File: config.mk
export PLATFORM = sky130hd
export DESIGN_NAME = pipe_reg_chain
export DESIGN_NICKNAME = d
export VERILOG_FILES = /design/src/rtl/pipe_reg_chain.sv
export SDC_FILE = /design/constraint.sdc
export NUM_CORES = 1
export LEC_CHECK = 0
export CAP_MARGIN = 20
export CORE_MARGIN = 3
export CORE_UTILIZATION = 35
export CTS_BUF_LIST = sky130_fd_sc_hd__clkbuf_8
export DETAILED_ROUTE_END_ITERATION = 6
export SYNTH_ARGS = -nofsm -noshare
export SYNTH_HDL_FRONTEND = slang
export SYNTH_SLANG_ARGS = --single-unit
export TNS_END_PERCENT = 20
File: constraint.sdc
create_clock -name clk -period 5.91 [get_ports clk]
set_clock_uncertainty 0.15 [all_clocks]
set_input_delay 1.182 -clock clk [delete_from_list [all_inputs] [get_ports clk]]
set_output_delay 1.182 -clock clk [all_outputs]
set_load 0.05 [all_outputs]
File: src/rtl/pipe_reg_chain.sv
// pipe_reg_chain: elastic valid/ready register chain with an input skid entry and flush
module pipe_reg_chain #(
    parameter int WIDTH      = 32,
    parameter int DEPTH      = 2,
    parameter int RESET_DATA = 0
) (
    input  logic                        clk,
    input  logic                        reset,
    input  logic                        flush,
    input  logic                        in_valid,
    output logic                        in_ready,
    input  logic [WIDTH-1:0]            in_data,
    output logic                        out_valid,
    input  logic                        out_ready,
    output logic [WIDTH-1:0]            out_data,
    output logic [$clog2(DEPTH+2)-1:0]  occupancy
);
    localparam int OW = $clog2(DEPTH+2);

    logic [DEPTH-1:0] w_v;
    logic [DEPTH-1:0] w_adv;
    logic [WIDTH-1:0] w_d [DEPTH];
    logic             r_sv;
    logic [WIDTH-1:0] r_sd;
    logic [OW-1:0]    r_occ;
    logic             w_in_fire;
    logic             w_out_fire;
    logic             w_s0v;
    logic [WIDTH-1:0] w_s0d;

    assign in_ready   = ~r_sv & ~flush & ~reset;
    assign w_in_fire  = in_valid & in_ready;
    assign out_valid  = w_v[DEPTH-1];
    assign out_data   = w_d[DEPTH-1];
    assign w_out_fire = out_valid & out_ready;
    assign occupancy  = r_occ;
    // The skid entry is older than anything on the input, so it feeds stage 0 first
    assign w_s0v      = r_sv | w_in_fire;
    assign w_s0d      = r_sv ? r_sd : in_data;

    for (genvar k = 0; k < DEPTH; k++) begin : g_stage
        logic             r_v;
        logic [WIDTH-1:0] r_d;
        logic             w_pv;
        logic [WIDTH-1:0] w_pd;
        // A stage may advance unless it and every stage downstream are full and the consumer stalls
        assign w_adv[k] = out_ready | ~(&w_v[DEPTH-1:k]);
        if (k == 0) begin : g_first
            assign w_pv = w_s0v;
            assign w_pd = w_s0d;
        end else begin : g_next
            assign w_pv = w_v[k-1];
            assign w_pd = w_d[k-1];
        end
        assign w_v[k] = r_v;
        assign w_d[k] = r_d;
        // Stage valid: cleared by reset or flush, otherwise follows the upstream valid on advance
        always_ff @(posedge clk) begin
            if (reset || flush) r_v <= 1'b0;
            else if (w_adv[k]) r_v <= w_pv;
        end
        // Stage payload: only captured when a valid entry moves in, so bubbles leave it untouched
        always_ff @(posedge clk) begin
            if (reset) begin
                if (RESET_DATA != 0) r_d <= '0;
            end else if (!flush && w_adv[k] && w_pv) r_d <= w_pd;
        end
    end

    // Skid valid: catches an accepted input when stage 0 cannot move, empties once it can
    always_ff @(posedge clk) begin
        if (reset || flush) r_sv <= 1'b0;
        else if (w_in_fire && !w_adv[0]) r_sv <= 1'b1;
        else if (w_adv[0]) r_sv <= 1'b0;
    end

    // Skid payload: captured together with the skid valid
    always_ff @(posedge clk) begin
        if (reset) begin
            if (RESET_DATA != 0) r_sd <= '0;
        end else if (w_in_fire && !w_adv[0]) r_sd <= in_data;
    end

    // Occupancy: running count of accepted minus delivered entries
    always_ff @(posedge clk) begin
        if (reset || flush) r_occ <= '0;
        else r_occ <= r_occ + OW'(w_in_fire) - OW'(w_out_fire);
    end
endmodule

# Yosys cells after proc, flatten, opt, wreduce, memory -nomap -nowiden
# Index checks and enable logic that the tools add are counted.
dict set report classes {
  addsub 2
  mux 3
  bitwise 12
  reduce_logical 13
}
# cell count
set op_table {}
lappend op_table {{two-way mux 32 bit} 1}
lappend op_table {{AND reduction 2 bit} 4}
lappend op_table {{logical AND 1 bit} 5}
lappend op_table {{inverter 1 bit} 5}
lappend op_table {{AND 1 bit} 4}
lappend op_table {{OR 1 bit} 3}
lappend op_table {{adder 2 x 1 -> 2 bit} 1}
lappend op_table {{logical NOT 1 bit} 2}
lappend op_table {{two-way mux 1 bit} 2}
lappend op_table {{nonzero test 2 bit} 1}
lappend op_table {{subtractor 2 x 1 -> 2 bit} 1}
lappend op_table {{logical OR 1 bit} 1}
dict set report totals {
  regBits 101
  inputBits 37
  output_inout_bits 36
  elab_cells 37
}

# Logic depth before layout (Yosys ltp)
# Gate-level depths: netlist of the first run.
dict set report logic_depth {
  depth_word 7
  mapped_depth 7
  depth_no_buf 6
}

# Worst setup path after synthesis of the first run
# No wires, ideal clock.
dict set report synth_path {
  path_type {input -> register}
  start {input reset}
  end {register g_stage[0].r_d[0], enable pin}
  setup_time_ps 468
  t_arrival_ps 4008
  t_required_ps 5292
  path_slack_ps 1284
  stages 3
  path_buffers 1
  path_cell_list {or2_2 > clkbuf_1 > nor3b_1}
}
dict set report synth_between {
  elab_chain_len 6
}
# item line
set synth_rtl {}
lappend synth_rtl {{start: declaration} 8} ;# input logic reset,
lappend synth_rtl {{inverter 1 bit (no line) (*)} --}
lappend synth_rtl {{AND 1 bit} 31} ;# assign in_ready = ~r_sv & ~flush & ~reset;
lappend synth_rtl {{AND 1 bit} 32} ;# assign w_in_fire = in_valid & in_ready;
lappend synth_rtl {{OR 1 bit} 38} ;# assign w_s0v = r_sv | w_in_fire;
lappend synth_rtl {{logical AND 1 bit} 66} ;# end else if (!flush && w_adv[k] && w_pv) r_d <= w_pd;
lappend synth_rtl {{AND reduction 2 bit (no line) (*)} --}
lappend synth_rtl {{end signal: assignment} 66}
lappend synth_rtl {{end: declaration} 43} ;# logic [WIDTH-1:0] r_d;
# Mark *: on every way between the ends. The rest lies on a longest branch, timed or not.
# A chain may end at the register's enable or synchronous reset.

# Final worst setup path of the first run
dict set report layout_path {
  start {input reset}
  end {output in_ready}
}
dict set report layout_between {
  elab_chain_len 2
}
# item line
set layout_rtl {}
lappend layout_rtl {{inverter 1 bit (no line)} --}
lappend layout_rtl {{AND 1 bit} 31}
lappend layout_rtl {{end: declaration} 11} ;# output logic in_ready,
# Every way passes these cells.

==> metrics.txt, run 1 <==
# TYPE chip_impl_metric gauge
chip_impl_metric{name="hold_viol_final",unit=""} 0
chip_impl_metric{name="fraction_of_the_mapped_netlist_area_in_simple_logic_gates",unit="%"} 2.449
chip_impl_metric{name="vias",unit=""} 1656
chip_impl_info{name="gr-max-usage-layer",value="met2"} 1
chip_impl_metric{name="syn_nets",unit=""} 198
chip_impl_metric{name="share_of_the_clock_period_used_by_the_worst_path_after_layout",unit="%"} 71.70
chip_impl_metric{name="drcViolationCount",unit=""} 0
chip_impl_metric{name="netlist.area_leader.share",unit="%"} 81.79
chip_impl_metric{name="place_congestion",unit=""} 0.5997
chip_impl_metric{name="avgRoutedWirePerCell",unit="um"} 14.63
chip_impl_info{name="timing.rr.start",value="r_sv"} 1
chip_impl_metric{name="p_leak",unit="nW"} 1.471
chip_impl_metric{name="synthesis.area_per_instance",unit="um^2"} 22.17
chip_impl_info{name="worst_setup_path_start_kind",value="input pin"} 1
chip_impl_metric{name="finalSetupViolations",unit=""} 0
chip_impl_metric{name="pin_count_of_the_biggest_net_entering_global_routing",unit=""} 36
chip_impl_metric{name="number_of_enable_type_register_cells_in_the_synthesized_netlist",unit=""} 96
chip_impl_metric{name="cts-htree-levels",unit=""} 3
chip_impl_metric{name="globalRouteTotalUtil",unit="%"} 10.29
chip_impl_metric{name="post_synth_num_cell_types",unit=""} 20
chip_impl_metric{name="diodes",unit=""} 0
chip_impl_info{name="ys_dominant_reg_cell",value="sky130_fd_sc_hd__edfxtp_1"} 1
chip_impl_metric{name="power",unit="W"} 0.001233
chip_impl_metric{name="avgViaCountPerCell",unit=""} 4.452
chip_impl_metric{name="floorplan.die.width",unit="um"} 106.4
chip_impl_info{name="timing.hold.worst.start",value="g_stage[0].r_d[20]"} 1
chip_impl_metric{name="first_global_vias",unit=""} 1696
chip_impl_metric{name="crit_arrival",unit="ns"} 2.91
chip_impl_info{name="tritoncts_clock_tree",value="done"} 1
chip_impl_metric{name="max-cap-violations",unit=""} 0
chip_impl_metric{name="tritoncts.num_buffers",unit=""} 9
chip_impl_info{name="clock_tree.root_cell",value="sky130_fd_sc_hd__clkbuf_8"} 1
chip_impl_metric{name="area_growth",unit="%"} 29.61
chip_impl_metric{name="timing.fmax",unit="GHz"} 0.2360
chip_impl_info{name="ys_top_cells_by_area",value="sky130_fd_sc_hd__edfxtp_1 (82%), sky130_fd_sc_hd__mux2_2 (10%), sky130_fd_sc_hd__dfxtp_1 (2.8%), sky130_fd_sc_hd__ha_1 (0.71%), sky130_fd_sc_hd__xnor3_1 (0.64%)"} 1
chip_impl_metric{name="met3_usage",unit="%"} 2.368
chip_impl_metric{name="global_route.usage.met1",unit="%"} 12.22
chip_impl_info{name="startpoint",value="reset"} 1
chip_impl_metric{name="drtPass1Iterations",unit=""} 6
chip_impl_metric{name="powerDensity",unit="mW/mm^2"} 269.9
chip_impl_info{name="criticalPathCategory",value="in2out"} 1
chip_impl_metric{name="floorplan.rows",unit=""} 35
chip_impl_metric{name="floorplan.io_pins",unit=""} 73
chip_impl_metric{name="post_cts.resized_instances",unit=""} 0
chip_impl_info{name="unrepaired_setup_endpoints_after_global_routing",value="false"} 1
chip_impl_metric{name="fraction_of_the_core_area_covered_by_cells_at_the_end_of_the_flow",unit="%"} 48.07
chip_impl_metric{name="drtAntennaViolNets",unit=""} 0
chip_impl_metric{name="first_iteration_detailed_routing_drc_count",unit=""} 75
chip_impl_metric{name="initial_utilization",unit="%"} 37.09
chip_impl_metric{name="synth_fa_ha_area_share",unit="%"} 0.7100
chip_impl_metric{name="finalWorstSetupSlack",unit="ns"} 1.673
chip_impl_metric{name="longest_clk_path_bufs",unit=""} 2
chip_impl_metric{name="mapped_cells",unit=""} 159
chip_impl_metric{name="dpl_worst_slack",unit="ns"} 1.665
chip_impl_metric{name="worstSkewPairLatency",unit="ns"} 0.35
chip_impl_metric{name="period_needed",unit="ns"} 4.237
chip_impl_metric{name="path_clk_slew",unit="ns"} 0.09
chip_impl_metric{name="timing.final.max_slew_violations",unit=""} 0
chip_impl_metric{name="gr_met2_demand_resource",unit="%"} 17.33
chip_impl_metric{name="dp_hpwl",unit="um"} 3398
chip_impl_info{name="end_kind",value="primary output"} 1
chip_impl_metric{name="grt_antenna_before_repair",unit=""} 0
chip_impl_metric{name="dieArea",unit="mm^2"} 0.01131
chip_impl_metric{name="hold_buffers",unit=""} 0
chip_impl_info{name="synthDominantAreaCellType",value="sky130_fd_sc_hd__edfxtp_1"} 1
chip_impl_metric{name="ys_warn_count",unit=""} 0
chip_impl_info{name="combinational_family_with_the_most_area_after_synthesis",value="multiplexers"} 1
chip_impl_metric{name="postSynthRegisterBits",unit=""} 101
chip_impl_metric{name="slew_headroom",unit="%"} 36.77
chip_impl_metric{name="max_ir_drop_vdd",unit="mV"} 0.09116
chip_impl_info{name="hold_path.class",value="reg2reg"} 1
chip_impl_metric{name="port_buffers",unit=""} 72
chip_impl_metric{name="async_flop_share",unit="%"} 0
chip_impl_metric{name="worst-endpoint-required",unit="ns"} 4.58
chip_impl_metric{name="fin_tns_setup",unit="ns"} 0
chip_impl_metric{name="gr-total-overflow",unit=""} 0
chip_impl_info{name="outcome",value="complete, no violations"} 1
chip_impl_metric{name="worst-path-max-fanout",unit=""} 6
chip_impl_metric{name="synth_area",unit="mm^2"} 0.003525
chip_impl_metric{name="xor_and_xnor_area_share_after_synthesis",unit="%"} 0.6390
chip_impl_metric{name="wl",unit="um"} 5443
chip_impl_metric{name="post-cts-setup-buffers",unit=""} 0
chip_impl_metric{name="core_region_area",unit="mm^2"} 0.009503
chip_impl_metric{name="nFillCells",unit=""} 818
chip_impl_metric{name="tritoncts_num_sinks",unit=""} 101
chip_impl_metric{name="post_route_cells_drive_above_1_share",unit="%"} 21.40
chip_impl_metric{name="muxShareOfSynthArea",unit="%"} 10.22
chip_impl_metric{name="finish.net_count",unit=""} 277
chip_impl_metric{name="grt_first_pass_wirelength",unit="um"} 8707
chip_impl_metric{name="synth_seq_area_share",unit="%"} 84.63
chip_impl_metric{name="die_h",unit="um"} 106.4
chip_impl_metric{name="tightest_slew",unit="ns"} 0.9461
chip_impl_metric{name="synth_compound_gate_area_share",unit="%"} 0.2840
==> cell families (layout without fill, tap and decap cells) <==
group,after synthesis,after routing
AOI/OAI and AO/OA,2,2
xor gates and xnor gates,1,1
adders and majority gates,2,2
buffers and inverters,7,91
DFF,101,101
muxes,32,32
and+or+nand+nor,14,14
==> area by class of cell <==
class	instances	area (um^2)	area share, %
clock buffer	10	137.6	3.013
clock inverter	6	33.78	0.7395
inverter	2	7.507	0.1643
multi-input combinational	51	515.5	11.28
sequential	101	2984	65.32
tap	129	161.4	3.533
timing repair buffer	73	728.2	15.94
==> critical path: stages <==
cell,delay [ns]
sky130_fd_sc_hd__clkdlybuf4s50_1,0.44
sky130_fd_sc_hd__or2_2,0.37
sky130_fd_sc_hd__nor2_1,0.10
sky130_fd_sc_hd__clkdlybuf4s50_1,0.81
==> layer usage <==
metal / vias up / wire length, um
met4: 0 / 106
met1: 810 / 2271
met5: - / 0
met2: 57 / 2769
li1: 778 / -
met3: 11 / 296
==> where the power goes <==
group | switching, W | leakage [nW] | internal [W] | total (W)
Clock | 0.000217 | 0.0883 | 0.000160 | 0.000377
Sequential | 0.00000235 | 0.911 | 0.000791 | 0.000793
Combinational | 0.0000270 | 0.471 | 0.0000356 | 0.0000626
Total | 0.000246 | 1.47 | 0.000987 | 0.00123
==> synthesized netlist by cell type, types with 2 or more instances <==
master,number
sky130_fd_sc_hd__edfxtp_1,96
sky130_fd_sc_hd__mux2_2,32
sky130_fd_sc_hd__a21oi_1,2
sky130_fd_sc_hd__nor2_1,4
sky130_fd_sc_hd__inv_1,2
sky130_fd_sc_hd__ha_1,2
sky130_fd_sc_hd__and2_1,2
sky130_fd_sc_hd__dfxtp_1,5
sky130_fd_sc_hd__buf_2,3
==> flip-flops by register name, indices dropped and copies added (netlist names) <==
register     count
out_data        32
g_stage.r_v      1
occupancy        2
r_sd            32
out_valid        1
r_sv             1
g_stage.r_d     32
==> cells in the final DEF, fill, tap and decap left out, types with 2 or more instances in the layout <==
cell	n
sky130_fd_sc_hd__edfxtp_1	96
sky130_fd_sc_hd__clkdlybuf4s50_1	72
sky130_fd_sc_hd__mux2_2	32
sky130_fd_sc_hd__clkbuf_8	10
sky130_fd_sc_hd__inv_1	5
sky130_fd_sc_hd__nor2_1	4
sky130_fd_sc_hd__dfxtp_1	4
sky130_fd_sc_hd__clkinvlp_4	3
sky130_fd_sc_hd__and2_1	2
sky130_fd_sc_hd__a21oi_1	2
sky130_fd_sc_hd__ha_1	2
==> stage by stage <==
step,instance area [um^2],hold slack [ns],instances
after global placement,4397,0.2513,356
after CTS,4568,0.2742,372
after detailed placement,4397,0.2545,356
after floorplan,3525,0.2503,159
final,4568,0.2676,372
after global routing,4568,0.2787,372
==> path summary, 6_finish.rpt <==
path / endpoint / slack (ns) / cells past startpoint
worst max register to register: r_sd[6] / 3.33 / 2
worst min register to register: out_data[20] / 0.27 / 0
worst min-delay path: out_data[20] / 0.27 / 0
worst max-delay path: in_ready / 1.67 / 4
No activity file was read; power rests on OpenSTA's default activity.
==> run 2: changes to the inputs <==
==> constraint.sdc (replaced) <==
create_clock -name clk -period 3.6 [get_ports clk]
set_clock_uncertainty 0.15 [all_clocks]
set_input_delay 0.72 -clock clk [delete_from_list [all_inputs] [get_ports clk]]
set_output_delay 0.72 -clock clk [all_outputs]
set_load 0.05 [all_outputs]
==> run 2 against run 1 <==
Combinational power rose by 66%. First-iteration DRC count fell by 23%. Non-clock buffer count rose by 1. Critical path depth did not move. Global-route usage rose by 0.086 points. Sequential cell count did not move. Cell count did not move. Total power rose by 75%. Sequential power rose by 64%. Cell area rose by 1.1%. Setup slack got worse by 0.81 ns. Wire length rose by 4.1%. Critical path type unchanged. Critical endpoint unchanged. Largest power group unchanged.
==> metrics.txt, run 2 (synthesis results as in run 1) <==
# TYPE chip_impl_metric gauge
chip_impl_info{name="outcome",value="complete, no violations"} 1
chip_impl_metric{name="timing.fmax",unit="GHz"} 0.3656
chip_impl_info{name="worst_setup_path_start_kind",value="input pin"} 1
chip_impl_metric{name="period_needed",unit="ns"} 2.736
chip_impl_metric{name="cts-htree-levels",unit=""} 3
chip_impl_metric{name="longest_clk_path_bufs",unit=""} 2
chip_impl_metric{name="fin_tns_setup",unit="ns"} 0
chip_impl_metric{name="place_congestion",unit=""} 0.6210
chip_impl_metric{name="grt_antenna_before_repair",unit=""} 0
chip_impl_metric{name="gr-total-overflow",unit=""} 0
chip_impl_info{name="criticalPathCategory",value="in2out"} 1
chip_impl_metric{name="port_buffers",unit=""} 72
chip_impl_metric{name="die_h",unit="um"} 106.4
chip_impl_metric{name="drtAntennaViolNets",unit=""} 0
chip_impl_metric{name="finish.net_count",unit=""} 278
chip_impl_info{name="clock_tree.root_cell",value="sky130_fd_sc_hd__clkbuf_8"} 1
chip_impl_metric{name="wl",unit="um"} 5664
chip_impl_metric{name="hold_buffers",unit=""} 0
chip_impl_metric{name="initial_utilization",unit="%"} 37.09
chip_impl_metric{name="tritoncts_num_sinks",unit=""} 101
chip_impl_metric{name="share_of_the_clock_period_used_by_the_worst_path_after_layout",unit="%"} 75.99
chip_impl_metric{name="drcViolationCount",unit=""} 0
chip_impl_metric{name="post_route_cells_drive_above_1_share",unit="%"} 23.05
chip_impl_metric{name="path_clk_slew",unit="ns"} 0.09
chip_impl_info{name="unrepaired_setup_endpoints_after_global_routing",value="false"} 1
chip_impl_metric{name="avgRoutedWirePerCell",unit="um"} 15.23
chip_impl_metric{name="max_ir_drop_vdd",unit="mV"} 0.2468
chip_impl_metric{name="timing.hold.ws",unit="ns"} 0.2745
chip_impl_info{name="final_common_cell",value="sky130_fd_sc_hd__edfxtp_1"} 1
chip_impl_metric{name="first_global_vias",unit=""} 1660
chip_impl_metric{name="max-cap-violations",unit=""} 0
chip_impl_metric{name="powerDensity",unit="mW/mm^2"} 467.3
chip_impl_metric{name="vias",unit=""} 1621
chip_impl_metric{name="post_cts.resized_instances",unit=""} 0
chip_impl_info{name="final_cell_mix",value="sky130_fd_sc_hd__edfxtp_1 (96), sky130_fd_sc_hd__clkdlybuf4s50_1 (71), sky130_fd_sc_hd__mux2_2 (32), sky130_fd_sc_hd__clkbuf_8 (9)"} 1
chip_impl_metric{name="pin_count_of_the_biggest_net_entering_global_routing",unit=""} 36
chip_impl_metric{name="p_leak",unit="nW"} 1.496
chip_impl_info{name="end_kind",value="primary output"} 1
chip_impl_metric{name="finalSetupViolations",unit=""} 0
chip_impl_metric{name="crit_arrival",unit="ns"} 1.87
chip_impl_metric{name="dieArea",unit="mm^2"} 0.01131
chip_impl_metric{name="tightest_slew",unit="ns"} 0.8603
chip_impl_info{name="tritoncts_clock_tree",value="done"} 1
chip_impl_metric{name="hold_viol_final",unit=""} 0
chip_impl_metric{name="holdPathStages",unit=""} 0
chip_impl_metric{name="floorplan.die.width",unit="um"} 106.4
chip_impl_metric{name="fin_cells",unit=""} 372
chip_impl_metric{name="area_growth",unit="%"} 31.03
chip_impl_metric{name="grt_first_pass_wirelength",unit="um"} 8742
chip_impl_metric{name="core_region_area",unit="mm^2"} 0.009503
chip_impl_metric{name="worst-r2r-cell-count",unit=""} 3
chip_impl_metric{name="floorplan.rows",unit=""} 35
chip_impl_metric{name="worstSkewPairLatency",unit="ns"} 0.35
chip_impl_metric{name="placed_cells",unit=""} 357
chip_impl_metric{name="slew_headroom",unit="%"} 42.65
chip_impl_metric{name="post-cts-setup-buffers",unit=""} 0
chip_impl_metric{name="avgViaCountPerCell",unit=""} 4.358
chip_impl_metric{name="tritoncts.num_buffers",unit=""} 9
chip_impl_metric{name="timing.final.max_slew_violations",unit=""} 0
chip_impl_metric{name="worst-path-max-fanout",unit=""} 6
chip_impl_metric{name="first_iteration_detailed_routing_drc_count",unit=""} 58
chip_impl_metric{name="diodes",unit=""} 0
chip_impl_metric{name="fraction_of_the_core_area_covered_by_cells_at_the_end_of_the_flow",unit="%"} 48.60
chip_impl_metric{name="nFillCells",unit=""} 813
chip_impl_info{name="hold_path.class",value="reg2reg"} 1
chip_impl_metric{name="drtPass1Iterations",unit=""} 3
chip_impl_metric{name="power",unit="W"} 0.002158
chip_impl_metric{name="dp_hpwl",unit="um"} 3555
chip_impl_metric{name="floorplan.io_pins",unit=""} 73
chip_impl_metric{name="globalRouteTotalUtil",unit="%"} 10.38
chip_impl_metric{name="worst-endpoint-required",unit="ns"} 2.73
run 2: cell count changes in the layout (fill, tap and decap cells not counted), sizes merged:
| cell | change |
|---|---|
| bufinv | +2 |
| clkinvlp | -2 |
| inv | -2 |
| clkbuf | -1 |
| clkinv | +2 |
| buf | +2 |
| clkdlybuf4s50 | -1 |
run 2: power breakdown:
part / leakage, nW / switching (W) / internal, W
clock network: 0.105 / 0.000364 / 0.000388
logic: 0.479 / 0.0000458 / 0.0000586
registers: 0.911 / 0.00000394 / 0.00130
total: 1.50 / 0.000413 / 0.00174
run 2: critical path: stages:
cell	delay [ns]
sky130_fd_sc_hd__clkdlybuf4s50_1	0.44
sky130_fd_sc_hd__or2_2	0.38
sky130_fd_sc_hd__nor2_1	0.11
sky130_fd_sc_hd__buf_4	0.21
run 2: final timing paths:
kind / from / end / slack (ns)
max: reset / in_ready / 0.86
min: g_stage[0].r_d[19] / out_data[19] / 0.27
max reg2reg: r_sv / g_stage[0].r_d[28] / 1.32
min reg2reg: g_stage[0].r_d[19] / out_data[19] / 0.27
run 2: final cells by class:
class                           count  area, um^2  area share [%]
Clock buffer                        9       123.9           2.682
Clock inverter                      6       86.33           1.869
Inverter                            2       7.507          0.1626
Multi-Input combinational cell     51       521.8           11.30
Sequential cell                   101        2984           64.62
Tap cell                          129       161.4           3.495
Timing Repair Buffer               74       733.2           15.88
run 2: per-layer routing:
| layer | global-route usage, % | vias to the layer above | wire length, um |
|---|---|---|---|
| met1 | 12.57 | 785 | 2451 |
| met3 | 3.218 | 6 | 381 |
| li1 | - | 784 | - |
| met2 | 16.74 | 46 | 2765 |
| met4 | 5.273 | 0 | 65 |
| met5 | 0 | - | 0 |
run 2: stage by stage:
step	area, um^2	setup slack [ns]
after floorplan	3530	0.5678
after global placement	4408	0.8756
after detailed placement	4408	0.8338
after CTS	4618	0.8619
after global routing	4618	0.8018
final	4618	0.8645
